$ cat src/rtl/multi_cycle_ctrl_if.sv
// multi_cycle_ctrl_if: instruction fields, ALU flags and control strobes of the multi-cycle controller
interface multi_cycle_ctrl_if;
    logic [3:0] Cond;
    logic [1:0] Op;
    logic [5:0] Funct;
    logic [3:0] Rd;
    logic [3:0] ALUFlags;
    logic       PCWrite;
    logic       RegWrite;
    logic       MemWrite;
    logic       IRWrite;
    logic       AdrSrc;
    logic       ALUSrcA;
    logic [1:0] ResultSrc;
    logic [1:0] ALUSrcB;
    logic [1:0] ImmSrc;
    logic [1:0] RegSrc;
    logic [1:0] ALUControl;
    logic [3:0] State;
    logic [3:0] Flags;

    modport master (
        output Cond, Op, Funct, Rd, ALUFlags,
        input  PCWrite, RegWrite, MemWrite, IRWrite, AdrSrc, ALUSrcA,
        input  ResultSrc, ALUSrcB, ImmSrc, RegSrc, ALUControl, State, Flags
    );

    modport slave (
        input  Cond, Op, Funct, Rd, ALUFlags,
        output PCWrite, RegWrite, MemWrite, IRWrite, AdrSrc, ALUSrcA,
        output ResultSrc, ALUSrcB, ImmSrc, RegSrc, ALUControl, State, Flags
    );
endinterface

$ cat src/rtl/multi_cycle_ctrl.sv
// multi_cycle_ctrl: multi-cycle ARM-subset control FSM with conditional execution and flag register
module multi_cycle_ctrl (
    input logic               CLK,
    input logic               Reset,
    multi_cycle_ctrl_if.slave bus
);
    typedef enum logic [3:0] {
        FETCH  = 4'd0,
        DECODE = 4'd1,
        MEMADR = 4'd2,
        MEMRD  = 4'd3,
        MEMWB  = 4'd4,
        MEMWR  = 4'd5,
        EXECR  = 4'd6,
        EXECI  = 4'd7,
        ALUWB  = 4'd8,
        BRANCH = 4'd9
    } state_t;

    state_t     state_q, state_d;
    logic [3:0] flags_q, flags_d;
    logic       cond_q, cond_d;
    logic       cond_now, cond_ex;
    logic       next_pc, reg_w, mem_w, branch, alu_op;
    logic       ir_write, adr_src, alu_src_a;
    logic [1:0] result_src, alu_src_b, alu_ctrl;
    logic [3:0] cmd;
    logic       n, z, c, v;

    assign cmd = bus.Funct[4:1];
    assign {n, z, c, v} = flags_q;

    // Condition check against the registered flags
    always_comb begin
        cond_now = 1'b0;
        case (bus.Cond)
            4'b0000: cond_now = z;
            4'b0001: cond_now = !z;
            4'b0010: cond_now = c;
            4'b0011: cond_now = !c;
            4'b0100: cond_now = n;
            4'b0101: cond_now = !n;
            4'b0110: cond_now = v;
            4'b0111: cond_now = !v;
            4'b1000: cond_now = c && !z;
            4'b1001: cond_now = !c || z;
            4'b1010: cond_now = n == v;
            4'b1011: cond_now = n != v;
            4'b1100: cond_now = !z && (n == v);
            4'b1101: cond_now = z || (n != v);
            4'b1110: cond_now = 1'b1;
            default: cond_now = 1'b0;
        endcase
    end

    // Freeze the condition in DECODE so a flag update in EXEC cannot change this instruction's ALUWB strobes
    always_comb begin
        cond_d  = (state_q == DECODE) ? cond_now : cond_q;
        cond_ex = (state_q == FETCH || state_q == DECODE) ? cond_now : cond_q;
    end

    // Next-state logic
    always_comb begin
        state_d = FETCH;
        case (state_q)
            FETCH:  state_d = DECODE;
            DECODE: state_d = (bus.Op == 2'b01) ? MEMADR :
                              (bus.Op == 2'b00) ? (bus.Funct[5] ? EXECI : EXECR) :
                              (bus.Op == 2'b10) ? BRANCH : FETCH;
            MEMADR: state_d = bus.Funct[0] ? MEMRD : MEMWR;
            MEMRD:  state_d = MEMWB;
            EXECR:  state_d = ALUWB;
            EXECI:  state_d = ALUWB;
            default: state_d = FETCH;
        endcase
    end

    // Raw per-state controls
    always_comb begin
        next_pc    = 1'b0;
        reg_w      = 1'b0;
        mem_w      = 1'b0;
        branch     = 1'b0;
        alu_op     = 1'b0;
        ir_write   = 1'b0;
        adr_src    = 1'b0;
        alu_src_a  = 1'b0;
        alu_src_b  = 2'b00;
        result_src = 2'b00;
        case (state_q)
            FETCH: begin
                ir_write   = 1'b1;
                next_pc    = 1'b1;
                alu_src_a  = 1'b1;
                alu_src_b  = 2'b10;
                result_src = 2'b10;
            end
            DECODE: begin
                alu_src_a  = 1'b1;
                alu_src_b  = 2'b10;
                result_src = 2'b10;
            end
            MEMADR: alu_src_b = 2'b01;
            MEMRD:  adr_src = 1'b1;
            MEMWB: begin
                result_src = 2'b01;
                reg_w      = 1'b1;
            end
            MEMWR: begin
                adr_src = 1'b1;
                mem_w   = 1'b1;
            end
            EXECR:  alu_op = 1'b1;
            EXECI: begin
                alu_src_b = 2'b01;
                alu_op    = 1'b1;
            end
            ALUWB:  reg_w = cmd != 4'b1010;
            BRANCH: begin
                alu_src_b  = 2'b01;
                result_src = 2'b10;
                branch     = 1'b1;
            end
            default: ;
        endcase
    end

    // ALU decode
    always_comb begin
        alu_ctrl = !alu_op ? 2'b00 :
                   (cmd == 4'b0100) ? 2'b00 :
                   (cmd == 4'b0010 || cmd == 4'b1010) ? 2'b01 :
                   (cmd == 4'b0000) ? 2'b10 :
                   (cmd == 4'b1100) ? 2'b11 : 2'b00;
    end

    // Flag update at the end of EXEC; C/V only follow arithmetic commands
    always_comb begin
        flags_d = flags_q;
        if ((state_q == EXECR || state_q == EXECI) && cond_ex && bus.Funct[0]) begin
            flags_d[3:2] = bus.ALUFlags[3:2];
            if (cmd == 4'b0100 || cmd == 4'b0010 || cmd == 4'b1010)
                flags_d[1:0] = bus.ALUFlags[1:0];
        end
    end

    // State, flag and latched-condition registers
    always_ff @(posedge CLK) begin
        if (!Reset) begin
            state_q <= FETCH;
            flags_q <= 4'b0000;
            cond_q  <= 1'b0;
        end else begin
            state_q <= state_d;
            flags_q <= flags_d;
            cond_q  <= cond_d;
        end
    end

    assign bus.PCWrite    = next_pc || (((reg_w && bus.Rd == 4'hF) || branch) && cond_ex);
    assign bus.RegWrite   = reg_w && cond_ex;
    assign bus.MemWrite   = mem_w && cond_ex;
    assign bus.IRWrite    = ir_write;
    assign bus.AdrSrc     = adr_src;
    assign bus.ALUSrcA    = alu_src_a;
    assign bus.ALUSrcB    = alu_src_b;
    assign bus.ResultSrc  = result_src;
    assign bus.ALUControl = alu_ctrl;
    assign bus.ImmSrc     = bus.Op;
    assign bus.RegSrc     = {bus.Op == 2'b01, bus.Op == 2'b10};
    assign bus.State      = state_q;
    assign bus.Flags      = flags_q;
endmodule

$ cat src/flat_wrapper.sv
// flat-port wrapper written by rule: the top's interface ports become plain ports
module multi_cycle_ctrl_flat 
  (CLK, Reset, bus_Cond, bus_Op, bus_Funct, bus_Rd, bus_ALUFlags, bus_PCWrite, bus_RegWrite, bus_MemWrite, bus_IRWrite, bus_AdrSrc, bus_ALUSrcA, bus_ResultSrc, bus_ALUSrcB, bus_ImmSrc, bus_RegSrc, bus_ALUControl, bus_State, bus_Flags);
  multi_cycle_ctrl_if bus_i ();
  input logic CLK;
  input logic Reset;
  input wire logic [$bits(bus_i.Cond)-1:0] bus_Cond;
  input wire logic [$bits(bus_i.Op)-1:0] bus_Op;
  input wire logic [$bits(bus_i.Funct)-1:0] bus_Funct;
  input wire logic [$bits(bus_i.Rd)-1:0] bus_Rd;
  input wire logic [$bits(bus_i.ALUFlags)-1:0] bus_ALUFlags;
  output wire logic [$bits(bus_i.PCWrite)-1:0] bus_PCWrite;
  output wire logic [$bits(bus_i.RegWrite)-1:0] bus_RegWrite;
  output wire logic [$bits(bus_i.MemWrite)-1:0] bus_MemWrite;
  output wire logic [$bits(bus_i.IRWrite)-1:0] bus_IRWrite;
  output wire logic [$bits(bus_i.AdrSrc)-1:0] bus_AdrSrc;
  output wire logic [$bits(bus_i.ALUSrcA)-1:0] bus_ALUSrcA;
  output wire logic [$bits(bus_i.ResultSrc)-1:0] bus_ResultSrc;
  output wire logic [$bits(bus_i.ALUSrcB)-1:0] bus_ALUSrcB;
  output wire logic [$bits(bus_i.ImmSrc)-1:0] bus_ImmSrc;
  output wire logic [$bits(bus_i.RegSrc)-1:0] bus_RegSrc;
  output wire logic [$bits(bus_i.ALUControl)-1:0] bus_ALUControl;
  output wire logic [$bits(bus_i.State)-1:0] bus_State;
  output wire logic [$bits(bus_i.Flags)-1:0] bus_Flags;
  assign bus_i.Cond = bus_Cond;
  assign bus_i.Op = bus_Op;
  assign bus_i.Funct = bus_Funct;
  assign bus_i.Rd = bus_Rd;
  assign bus_i.ALUFlags = bus_ALUFlags;
  assign bus_PCWrite = bus_i.PCWrite;
  assign bus_RegWrite = bus_i.RegWrite;
  assign bus_MemWrite = bus_i.MemWrite;
  assign bus_IRWrite = bus_i.IRWrite;
  assign bus_AdrSrc = bus_i.AdrSrc;
  assign bus_ALUSrcA = bus_i.ALUSrcA;
  assign bus_ResultSrc = bus_i.ResultSrc;
  assign bus_ALUSrcB = bus_i.ALUSrcB;
  assign bus_ImmSrc = bus_i.ImmSrc;
  assign bus_RegSrc = bus_i.RegSrc;
  assign bus_ALUControl = bus_i.ALUControl;
  assign bus_State = bus_i.State;
  assign bus_Flags = bus_i.Flags;
  multi_cycle_ctrl u_core (.CLK(CLK), .Reset(Reset), .bus(bus_i));
endmodule
$ cat config.mk
export PLATFORM = sky130hd
export DESIGN_NAME = multi_cycle_ctrl_flat
export DESIGN_NICKNAME = d
export VERILOG_FILES = /design/src/rtl/multi_cycle_ctrl_if.sv /design/src/rtl/multi_cycle_ctrl.sv /design/src/flat_wrapper.sv
export SDC_FILE = /design/constraint.sdc
export NUM_CORES = 1
export LEC_CHECK = 0
export BUFFER_PORTS_ARGS = -buffer_cell sky130_fd_sc_hd__buf_2
export CAP_MARGIN = 40
export CELL_PAD_IN_SITES_DETAIL_PLACEMENT = 0
export CELL_PAD_IN_SITES_GLOBAL_PLACEMENT = 2
export CORE_MARGIN = 3
export CORE_UTILIZATION = 21
export CTS_CLUSTER_DIAMETER = 30
export DETAILED_ROUTE_END_ITERATION = 10
export PLACE_DENSITY = 0.71
export SLEW_MARGIN = 0
export SYNTH_ARGS = -nofsm -noshare
export SYNTH_HDL_FRONTEND = slang
export SYNTH_SLANG_ARGS = --single-unit
$ cat constraint.sdc
create_clock -name CLK -period 1.7 [get_ports CLK]
set_input_delay 0.085 -clock CLK [delete_from_list [all_inputs] [get_ports CLK]]
set_output_delay 0.085 -clock CLK [all_outputs]
set_load 0.05 [all_outputs]
==> qor.csv, run 1 <==
stage;metric;value;unit
status;run_status;finished, violations left;
status;violations;negative setup slack;
clock_tree;cts_sinks;9;
worst_setup_path;path_max_fanout;3;
sta;finalHoldViolations;0;
layout;area.growth.synth_to_final;76.6;%
synth;synth_nets;137;
routing;wire_per_inst;12.7;um
synth;yosysTopAreaCell;dfxtp_1;
placed_design;dp.cells;223;
layout;drive_gt1_frac;0.587;
sta;fin_ws;-0.440;ns
sta;skew;0.00201;ns
routing;vias;1064;
placed_design;portBuffers;45;
clock_tree;cts_hold_buf;0;
worst_setup_path;end_kind;output pin;
synth;synthArstFlopShare;0;
synth;syn_area_per_cell;7.92;um2
routing;ant_nets;0;
routing;viasPerCell;4.65;
worst_setup_path;cp.arrival;2.05;ns
sta;fmax;467;MHz
clock_tree;clk_latency;0.23;ns
clock_tree;cts.clk_slew.worst_paths;0.05;ns
synth;synth.yosys.seq_area_share;0.198;
synth;synth.distinct_cells;45;
routing;totalWireLength;2.91;mm
clock_tree;max-clock-path-buffers;2;
sta;setup_viol;8;
sta;finalCritPeriodShare;1.26;
clock_tree;numCtsBuffers;3;
floorplanning;start_util;0.223;
synth;netlist_instances;115;
layout;layout_common_cells;39 x buf_2, 22 x buf_4, 14 x nand2_1;
worst_setup_path;path_class;reg2out;
floorplanning;core_area;0.00409;mm2
global_routing;grt_pass1_vias;1030;
floorplanning;rows;23;
synth;yosys_warnings;0;
sta;tightest_slew;0.334;ns
floorplanning;dieArea;0.00516;mm2
global_routing;grt.overflow.total;0;
power_and_ir_drop;power;931;uW
layout;utilization;0.394;
global_routing;grt_pass1_wl;4.75;mm
layout;antenna_cells;0;
placed_design;gp_congestion;0.706;
clock_tree;htreeDepth;1;
sta;period_needed;2.14;ns
sta;slew_headroom;0.777;
clock_tree;cts_tree;built;
worst_setup_path;crit_required;1.62;ns
synth;synth_top_area_frac;0.198;
global_routing;antenna_found_initial;0;
floorplanning;die_x;71.9;um
sta;setup_tns;-1.85;ns
synth;synth_area_leaders;dfxtp_1 20%, mux2i_1 6.6%, nand2_1 5.8%;
power_and_ir_drop;ir_worst_vdd;249;uV
routing;first_iter_violations;33;
floorplanning;num_io_pins;46;
layout;final_common_cell;buf_2;
synth;ys_ff_latch;9;
synth;synth_edf_count;0;
clock_tree;root_buffer;clkbuf_8;
worst_hold_path;hold_path.class;in2reg;
routing;firstDrtPassIters;4;
synth;ys.flop_type;dfxtp_1;
sta;rsz0062_at_grt;yes;
power_and_ir_drop;pwr_density_cell;579;mW/mm2
sta;finalMaxSlewViolations;0;
placed_design;dp_hpwl;2.33;mm
layout;final_nets;202;
routing;drc_errors;0;
global_routing;grt_usage;0.114;
synth;synth_area;911;um2
layout;final_cells;229;
global_routing;grt_max_degree;14;
power_and_ir_drop;total_leakage_power;0.000677;uW
worst_setup_path;start_kind;flop;
floorplanning;die_h;71.9;um
job;max_cap_violations;0;
-- critical path: stages (launching register included) --
cell and delay (ns):
dfxtp_4 0.34, xor2_1 0.15, a311o_1 0.27, o2111a_2 0.28, nor4_4 0.31, nor3_1 0.07, or2_4 0.24, buf_8 0.15
-- worst paths after layout --
kind | start | to | slack (ns) | cells past startpoint
max reg2reg | u_core.bus.Flags[1] | u_core.bus.Flags[3] | -0.15 | 7
min | bus_ALUFlags[1] | u_core.bus.Flags[1] | 0.09 | 3
min reg2reg | u_core.cond_q | u_core.cond_q | 0.46 | 2
max | u_core.bus.Flags[1] | bus_PCWrite | -0.44 | 7
-- cell families after synthesis --
group / after synthesis / synth area share
and+or+nand+nor: 58 / 0.387
buffers and inverters: 14 / 0.0865
xor gates and xnor gates: 5 / 0.0481
DFF: 9 / 0.198
muxes: 8 / 0.0975
AOI/OAI and AO/OA: 21 / 0.183
-- state kept, by name (all words and copies together), names as in the netlist --
| register | flops |
|---|---|
| u_core.bus.Flags | 4 |
| u_core.bus.State | 4 |
| u_core.cond_q | 1 |
-- through the flow --
stage               hold slack (ns)  setup slack, ns  area (um2)
finish                       0.0939           -0.440        1610
global route                 0.0995           -0.500        1610
CTS                          0.0964           -0.417        1610
detailed placement            0.333           -0.279        1460
global placement              0.330           -0.265        1460
floorplan                     0.217           -0.491        1050
-- where the power goes --
part / internal [uW] / switching [uW] / total [uW]
Combinational: 177 / 277 / 454
Clock: 163 / 84.1 / 247
Sequential: 217 / 13.2 / 230
Total: 557 / 374 / 931
-- metal layers --
layer,vias up,GRT usage,wire length (um)
met4,0,0.0230,23
met5,-,0,0
li1,541,-,-
met1,488,0.146,1200
met2,31,0.190,1500
met3,4,0.0351,191
-- final cells by class --
class                           instances  area, um2
Fill cell                             418       2480
Multi-Input combinational cell         92        800
Timing Repair Buffer                   70        487
Sequential cell                         9        200
Tap cell                               50       62.6
Clock buffer                            4       45.0
Inverter                                4       15.0
-- repair_timing --
| action | CTS | global route |
|---|---|---|
| pin swaps | 8 | 5 |
| setup endpoints to repair | 10 | 10 |
| gates resized for setup | 21 | 1 |
| buffers inserted | 2 | 0 |
-- synth_stat cells (all sizes together) (4+ instances only) --
cell,n
nand2,14
nor3,10
dfxtp,9
mux2i,7
buf,6
nor2,6
nand2b,5
o21ai,5
a21oi,4
clkbuf,4
inv,4
nand3,4
nor2b,4
(Power assumes the default switching activity.)
==> inputs of run 2 (changes only) <==
--- a/config.mk
+++ b/config.mk
@@ -11,6 +11,7 @@
 export CELL_PAD_IN_SITES_GLOBAL_PLACEMENT = 2
 export CORE_MARGIN = 3
 export CORE_UTILIZATION = 21
+export CTS_BUF_LIST = sky130_fd_sc_hd__clkbuf_16
 export CTS_CLUSTER_DIAMETER = 30
 export DETAILED_ROUTE_END_ITERATION = 10
 export PLACE_DENSITY = 0.71
@@ -18,3 +19,4 @@
 export SYNTH_ARGS = -nofsm -noshare
 export SYNTH_HDL_FRONTEND = slang
 export SYNTH_SLANG_ARGS = --single-unit
+export TNS_END_PERCENT = 5
==> run 2 against run 1 <==
  * The run still ends with negative setup slack left
  * Highest routed layer unchanged
  * Count of clock-buffer cells in the layout is 1 lower
  * First-iteration DRC count down 45%
  * Sequential cell count unchanged
  * Combinational power fell by 3%
  * Maximum frequency grew 2.3%
  * Power increased by 17%
  * Cell area up 1.4%
  * Utilization is 0.55 points higher
  * Worst setup slack improved by 0.047 ns
  * Register-to-register slack worse by 0.20 ns
==> qor.csv, run 2 (same netlist as run 1, synthesis figures left out) <==
stage;metric;value;unit;change
sta;hold_ws;0.0939;ns;+0.0000201 ns
layout;drive_gt1_frac;0.587;;about the same
worst_hold_path;hold_path.class;in2reg;;
worst_setup_path;end_kind;output pin;;
power_and_ir_drop;switching_share;0.358;;-0.0434
power_and_ir_drop;power.switching;390;uW;+4.3%
global_routing;antenna_found_initial;0;;unchanged
clock_tree;cts_sinks;9;;unchanged
floorplanning;die_x;71.9;um;unchanged
placed_design;post-place-ws;-0.374;ns;-0.0952 ns
sta;fin_ws;-0.392;ns;+0.0472 ns
global_routing;grt.overflow.total;0;;unchanged
sta;finalMaxSlewViolations;0;;unchanged
clock_tree;clk_latency;0.24;ns;about the same
power_and_ir_drop;p_int;699;uW;+25%
layout;final_common_cell;buf_2;;
status;violations;negative setup slack;;
routing;first_iter_violations;18;;-45%
sta;skew;0.00166;ns;-0.000356 ns
placed_design;dp_hpwl;2.39;mm;+2.5%
global_routing;grt_max_degree;14;;unchanged
floorplanning;core_area;0.00409;mm2;unchanged
global_routing;grt_pass1_vias;1091;;+5.9%
sta;finalHoldViolations;0;;unchanged
power_and_ir_drop;ir_worst_vdd;453;uV;+82%
routing;firstDrtPassIters;4;;unchanged
layout;layout_common_cells;39 x buf_2, 24 x buf_4, 14 x nand2_1;;
routing;vias;1086;;+2.1%
sta;slew_headroom;0.763;;-0.0136
worst_setup_path;start_kind;flop;;
layout;final_cells;234;;+2.2%
clock_tree;htreeDepth;1;;unchanged
sta;finalCritPeriodShare;1.23;;-0.0278
routing;totalWireLength;3.01;mm;+3.2%
routing;ant_nets;0;;unchanged
routing;wire_per_inst;12.9;um;+0.99%
worst_setup_path;crit_required;1.62;ns;about the same
worst_setup_path;rrSetupSlack;-0.35;ns;-0.20 ns
layout;final_area;0.00163;mm2;+1.4%
placed_design;dpl-instance-area;0.00143;mm2;-2.1%
sta;period_needed;2.09;ns;-0.0472 ns
worst_setup_path;path_max_fanout;3;;unchanged
clock_tree;cts.clk_slew.worst_paths;0.04;ns;about the same
sta;rsz0062_at_grt;yes;;
power_and_ir_drop;combPwrFrac;0.405;;-0.082
global_routing;grt_usage;0.118;;+0.00382
power_and_ir_drop;power;1090;uW;+17%
power_and_ir_drop;pwr_density_cell;668;mW/mm2;+15%
clock_tree;numCtsBuffers;3;;unchanged
floorplanning;num_io_pins;46;;unchanged
floorplanning;die_h;71.9;um;unchanged
floorplanning;rows;23;;unchanged
placed_design;dp.cells;227;;+1.8%
routing;drc_errors;0;;unchanged
routing;viasPerCell;4.64;;-0.11%
worst_setup_path;cp.arrival;2.01;ns;-0.04 ns
floorplanning;start_util;0.223;;unchanged
global_routing;grt_pass1_wl;4.95;mm;+4.2%
floorplanning;dieArea;0.00516;mm2;unchanged
clock_tree;root_buffer;clkbuf_16;;
layout;fillers;431;;+3.1%
power_and_ir_drop;total_leakage_power;0.000716;uW;+5.8%
sta;setup_viol;10;;+2
layout;final_nets;207;;+2.5%
layout;area.growth.synth_to_final;79.1;%;
sta;tightest_slew;0.354;ns;+0.0196 ns
power_and_ir_drop;p_seq_frac;0.212;;-0.035
clock_tree;cts_tree;built;;
placed_design;portBuffers;45;;unchanged
sta;fmax;478;MHz;+2.3%
placed_design;gp_congestion;0.796;;+13%
worst_setup_path;path_class;reg2out;;
power_and_ir_drop;clock_power_share;0.383;;+0.117
status;run_status;finished, violations left;;
layout;antenna_cells;0;;unchanged
job;max_cap_violations;0;;unchanged
clock_tree;max-clock-path-buffers;2;;unchanged
## run 2: timing repair
item,in CTS,in global routing
setup buffers,3,0
pin swaps,9,0
setup endpoints to repair,10,11
hold buffers,0,0
resized for setup,20,5
## run 2: final cells by class
type                       instances  area (um2)  share of cell area
multi-input combinational         92         764               0.469
timing repair buffer              75         514               0.315
sequential                         9         195               0.120
clock buffer                       3        75.1              0.0460
tap                               50        62.6              0.0383
inverter                           4        15.0             0.00920
clock inverter                     1        5.00             0.00307
## run 2: final timing paths
check	from	to	depth (start not counted)
worst max-delay path	u_core.bus.Flags[3]	bus_RegWrite	8
worst min-delay path	bus_ALUFlags[2]	u_core.bus.Flags[2]	3
worst max register to register	u_core.bus.Flags[3]	u_core.bus.Flags[1]	9
worst min register to register	u_core.cond_q	u_core.cond_q	2
## run 2: routing by layer
metal | GRT usage | part of all wire | vias to the layer above
li1 | - | - | 553
met1 | 0.144 | 0.43 | 503
met2 | 0.213 | 0.51 | 28
met3 | 0.0309 | 0.054 | 2
met4 | 0.0125 | 0.0033 | 0
met5 | 0 | 0 | -
## run 2: worst max-delay path, cell delays in order, from the launching register on
cell and delay [ns]:
dfxtp_2 0.33, buf_6 0.11, mux2_4 0.26, o221ai_2 0.16, o2111a_2 0.27, nor4_4 0.06, buf_4 0.17, a2111oi_4 0.21
buf_6 0.21
## run 2: power groups by stage
stage | combinational, uW | sequential, uW | clock (uW)
6_report | 441 | 231 | 417
5_1_grt | 469 | 233 | 436
3_5_place_dp | 404 | 233 | 0
4_1_cts | 434 | 231 | 427
3_3_place_gp | 400 | 233 | 0
2_1_floorplan | 255 | 257 | 0
## run 2: stage by stage
| step | setup TNS (ns) | utilization |
|---|---|---|
| floorplan | -4.27 | - |
| global placement | -1.90 | 0.350 |
| detailed placement | -2.01 | 0.350 |
| CTS | -2.85 | 0.394 |
| global route | -3.51 | 0.399 |
| finish | -2.65 | 0.399 |
==> inputs of run 3 (changes only) <==
--- a/config.mk
+++ b/config.mk
@@ -7,14 +7,12 @@
 export LEC_CHECK = 0
 export BUFFER_PORTS_ARGS = -buffer_cell sky130_fd_sc_hd__buf_2
 export CAP_MARGIN = 40
-export CELL_PAD_IN_SITES_DETAIL_PLACEMENT = 0
-export CELL_PAD_IN_SITES_GLOBAL_PLACEMENT = 2
 export CORE_MARGIN = 3
-export CORE_UTILIZATION = 21
+export CORE_UTILIZATION = 41
 export CTS_BUF_LIST = sky130_fd_sc_hd__clkbuf_16
 export CTS_CLUSTER_DIAMETER = 30
 export DETAILED_ROUTE_END_ITERATION = 10
-export PLACE_DENSITY = 0.71
+export PLACE_DENSITY = 0.73
 export SLEW_MARGIN = 0
 export SYNTH_ARGS = -nofsm -noshare
 export SYNTH_HDL_FRONTEND = slang
==> run 3 against run 2 <==
  * The run still ends with negative setup slack left
  * Clock power fell by 1%
  * Critical path depth down 2
  * Cell area is 2.4% lower
  * Critical endpoint unchanged
  * Worst setup slack better by 0.038 ns
  * Critical path type unchanged
  * Combinational power shrank 1%
  * First-iteration DRC count is 33% higher
  * Sequential cell count stayed put
  * Die area fell by 45%
  * Highest routed layer unchanged
  * Wire length fell by 0.17%
==> qor.csv, run 3 (same netlist as run 1, synthesis figures left out) <==
stage;metric;value;unit;change
sta;rsz0062_at_grt;yes;;
worst_setup_path;end_kind;output pin;;
sta;finalMaxSlewViolations;0;;unchanged
routing;first_iter_violations;24;;+6
global_routing;grt_pass1_vias;1049;;-3.8%
routing;ant_nets;0;;unchanged
worst_setup_path;crit_required;1.62;ns;about the same
floorplanning;core_area;0.00202;mm2;-51%
worst_setup_path;rrSetupSlack;-0.21;ns;+0.14 ns
status;violations;negative setup slack;;
routing;wire_per_inst;14.4;um;+12%
sta;period_needed;2.05;ns;-0.0381 ns
clock_tree;htreeDepth;1;;unchanged
floorplanning;start_util;0.450;;+0.228
power_and_ir_drop;pwr_density_cell;677;mW/mm2;+1.3%
global_routing;grt_usage;0.224;;+0.106
power_and_ir_drop;power;1080;uW;-1.1%
worst_setup_path;start_kind;flop;;
worst_setup_path;cp.arrival;1.97;ns;-0.04 ns
sta;slew_headroom;0.746;;-0.0175
routing;vias;1126;;+3.7%
layout;drive_gt1_frac;0.588;;+0.000956
placed_design;portBuffers;45;;unchanged
clock_tree;max-clock-path-buffers;2;;unchanged
clock_tree;cts_hold_buf;0;;unchanged
power_and_ir_drop;ir_worst_vdd;758;uV;+67%
worst_setup_path;path_class;reg2out;;
clock_tree;root_buffer;clkbuf_16;;
floorplanning;dieArea;0.00282;mm2;-45%
routing;totalWireLength;3.00;mm;-0.17%
layout;final_common_cell;buf_2;;
global_routing;grt_pass1_wl;4.61;mm;-6.8%
sta;setup_viol;9;;-1
placed_design;dp_hpwl;2.32;mm;-3.0%
sta;finalCritPeriodShare;1.21;;-0.0224
global_routing;antenna_found_initial;0;;unchanged
sta;fmax;487;MHz;+1.9%
placed_design;gp_congestion;0.784;;-1.4%
layout;utilization;0.788;;+0.388
clock_tree;cts.clk_slew.worst_paths;0.04;ns;about the same
sta;fin_ws;-0.354;ns;+0.0381 ns
routing;drc_errors;0;;unchanged
global_routing;grt_max_degree;14;;unchanged
routing;viasPerCell;5.39;;+16%
routing;firstDrtPassIters;4;;unchanged
floorplanning;die_h;53.1;um;-26%
power_and_ir_drop;total_leakage_power;0.000704;uW;-1.7%
layout;final_area;0.00159;mm2;-2.4%
sta;skew;0.00222;ns;+0.000561 ns
layout;antenna_cells;0;;unchanged
layout;area.growth.synth_to_final;74.9;%;
job;max_cap_violations;0;;unchanged
layout;layout_common_cells;38 x buf_2, 24 x buf_4, 14 x nand2_1;;
worst_setup_path;path_max_fanout;3;;unchanged
placed_design;dpl-instance-area;0.00140;mm2;-2.0%
clock_tree;cts_tree;built;;
floorplanning;die_x;53.1;um;-26%
worst_hold_path;hold_path.class;in2reg;;
clock_tree;clk_latency;0.24;ns;about the same
global_routing;grt.overflow.total;0;;unchanged
layout;final_nets;205;;-0.97%
floorplanning;num_io_pins;46;;unchanged
clock_tree;numCtsBuffers;3;;unchanged
sta;tightest_slew;0.380;ns;+0.0263 ns
sta;finalHoldViolations;0;;unchanged
floorplanning;rows;16;;-30%
status;run_status;finished, violations left;;
clock_tree;cts_sinks;9;;unchanged
-- run 3: power by group --
part,internal [uW],total [uW],leakage (uW),switching [uW]
clock,308,412,0.0000423,105
combinational,163,436,0.000585,273
sequential,219,230,0.0000772,10.8
-- run 3: path summary, 6_finish.rpt --
kind,end,cells past startpoint,startpoint
setup / recovery,bus_RegWrite,6,u_core.bus.State[3]
hold / removal,u_core.bus.Flags[2],3,bus_ALUFlags[2]
setup reg to reg,u_core.bus.Flags[1],6,u_core.bus.State[3]
hold reg to reg,u_core.cond_q,2,u_core.cond_q
-- run 3: cell type report --
type	count	area, um2
inverter	4	15.0
multi-input combinational	92	777
timing repair buffer	73	494
tap	27	33.8
sequential	9	194
fill	139	429
clock inverter	1	3.75
clock buffer	3	75.1
-- run 3: per-layer routing --
layer	routed length (um)	vias to the layer above	share of wire	track usage
met3	168	6	0.056	0.0366
met4	57	0	0.019	0.0851
li1	-	554	-	-
met2	1600	34	0.53	0.421
met1	1170	532	0.39	0.247
met5	0	-	0	0
-- run 3: timing repair --
action | CTS | global route
endpoints found under the setup margin | 9 | 11
buffers inserted | 1 | 0
resized for setup | 18 | 9
pin swaps | 8 | 3
-- run 3: worst max-delay path, stage by stage (launching register included) --
cell       delay, ns
dfxtp_4         0.35
nor4_4          0.30
a21boi_1        0.40
nor4_4          0.10
buf_4           0.17
a2111oi_4       0.20
buf_6           0.20
-- run 3: per-stage QoR --
step / TNS (ns) / setup WS, ns / hold WS [ns] / std cells
floorplan: -4.27 / -0.491 / 0.220 / 115
global placement: -1.61 / -0.281 / 0.325 / 204
detailed placement: -1.74 / -0.348 / 0.331 / 204
CTS: -2.06 / -0.431 / 0.0982 / 209
global route: -2.31 / -0.419 / 0.119 / 209
finish: -1.72 / -0.354 / 0.101 / 209
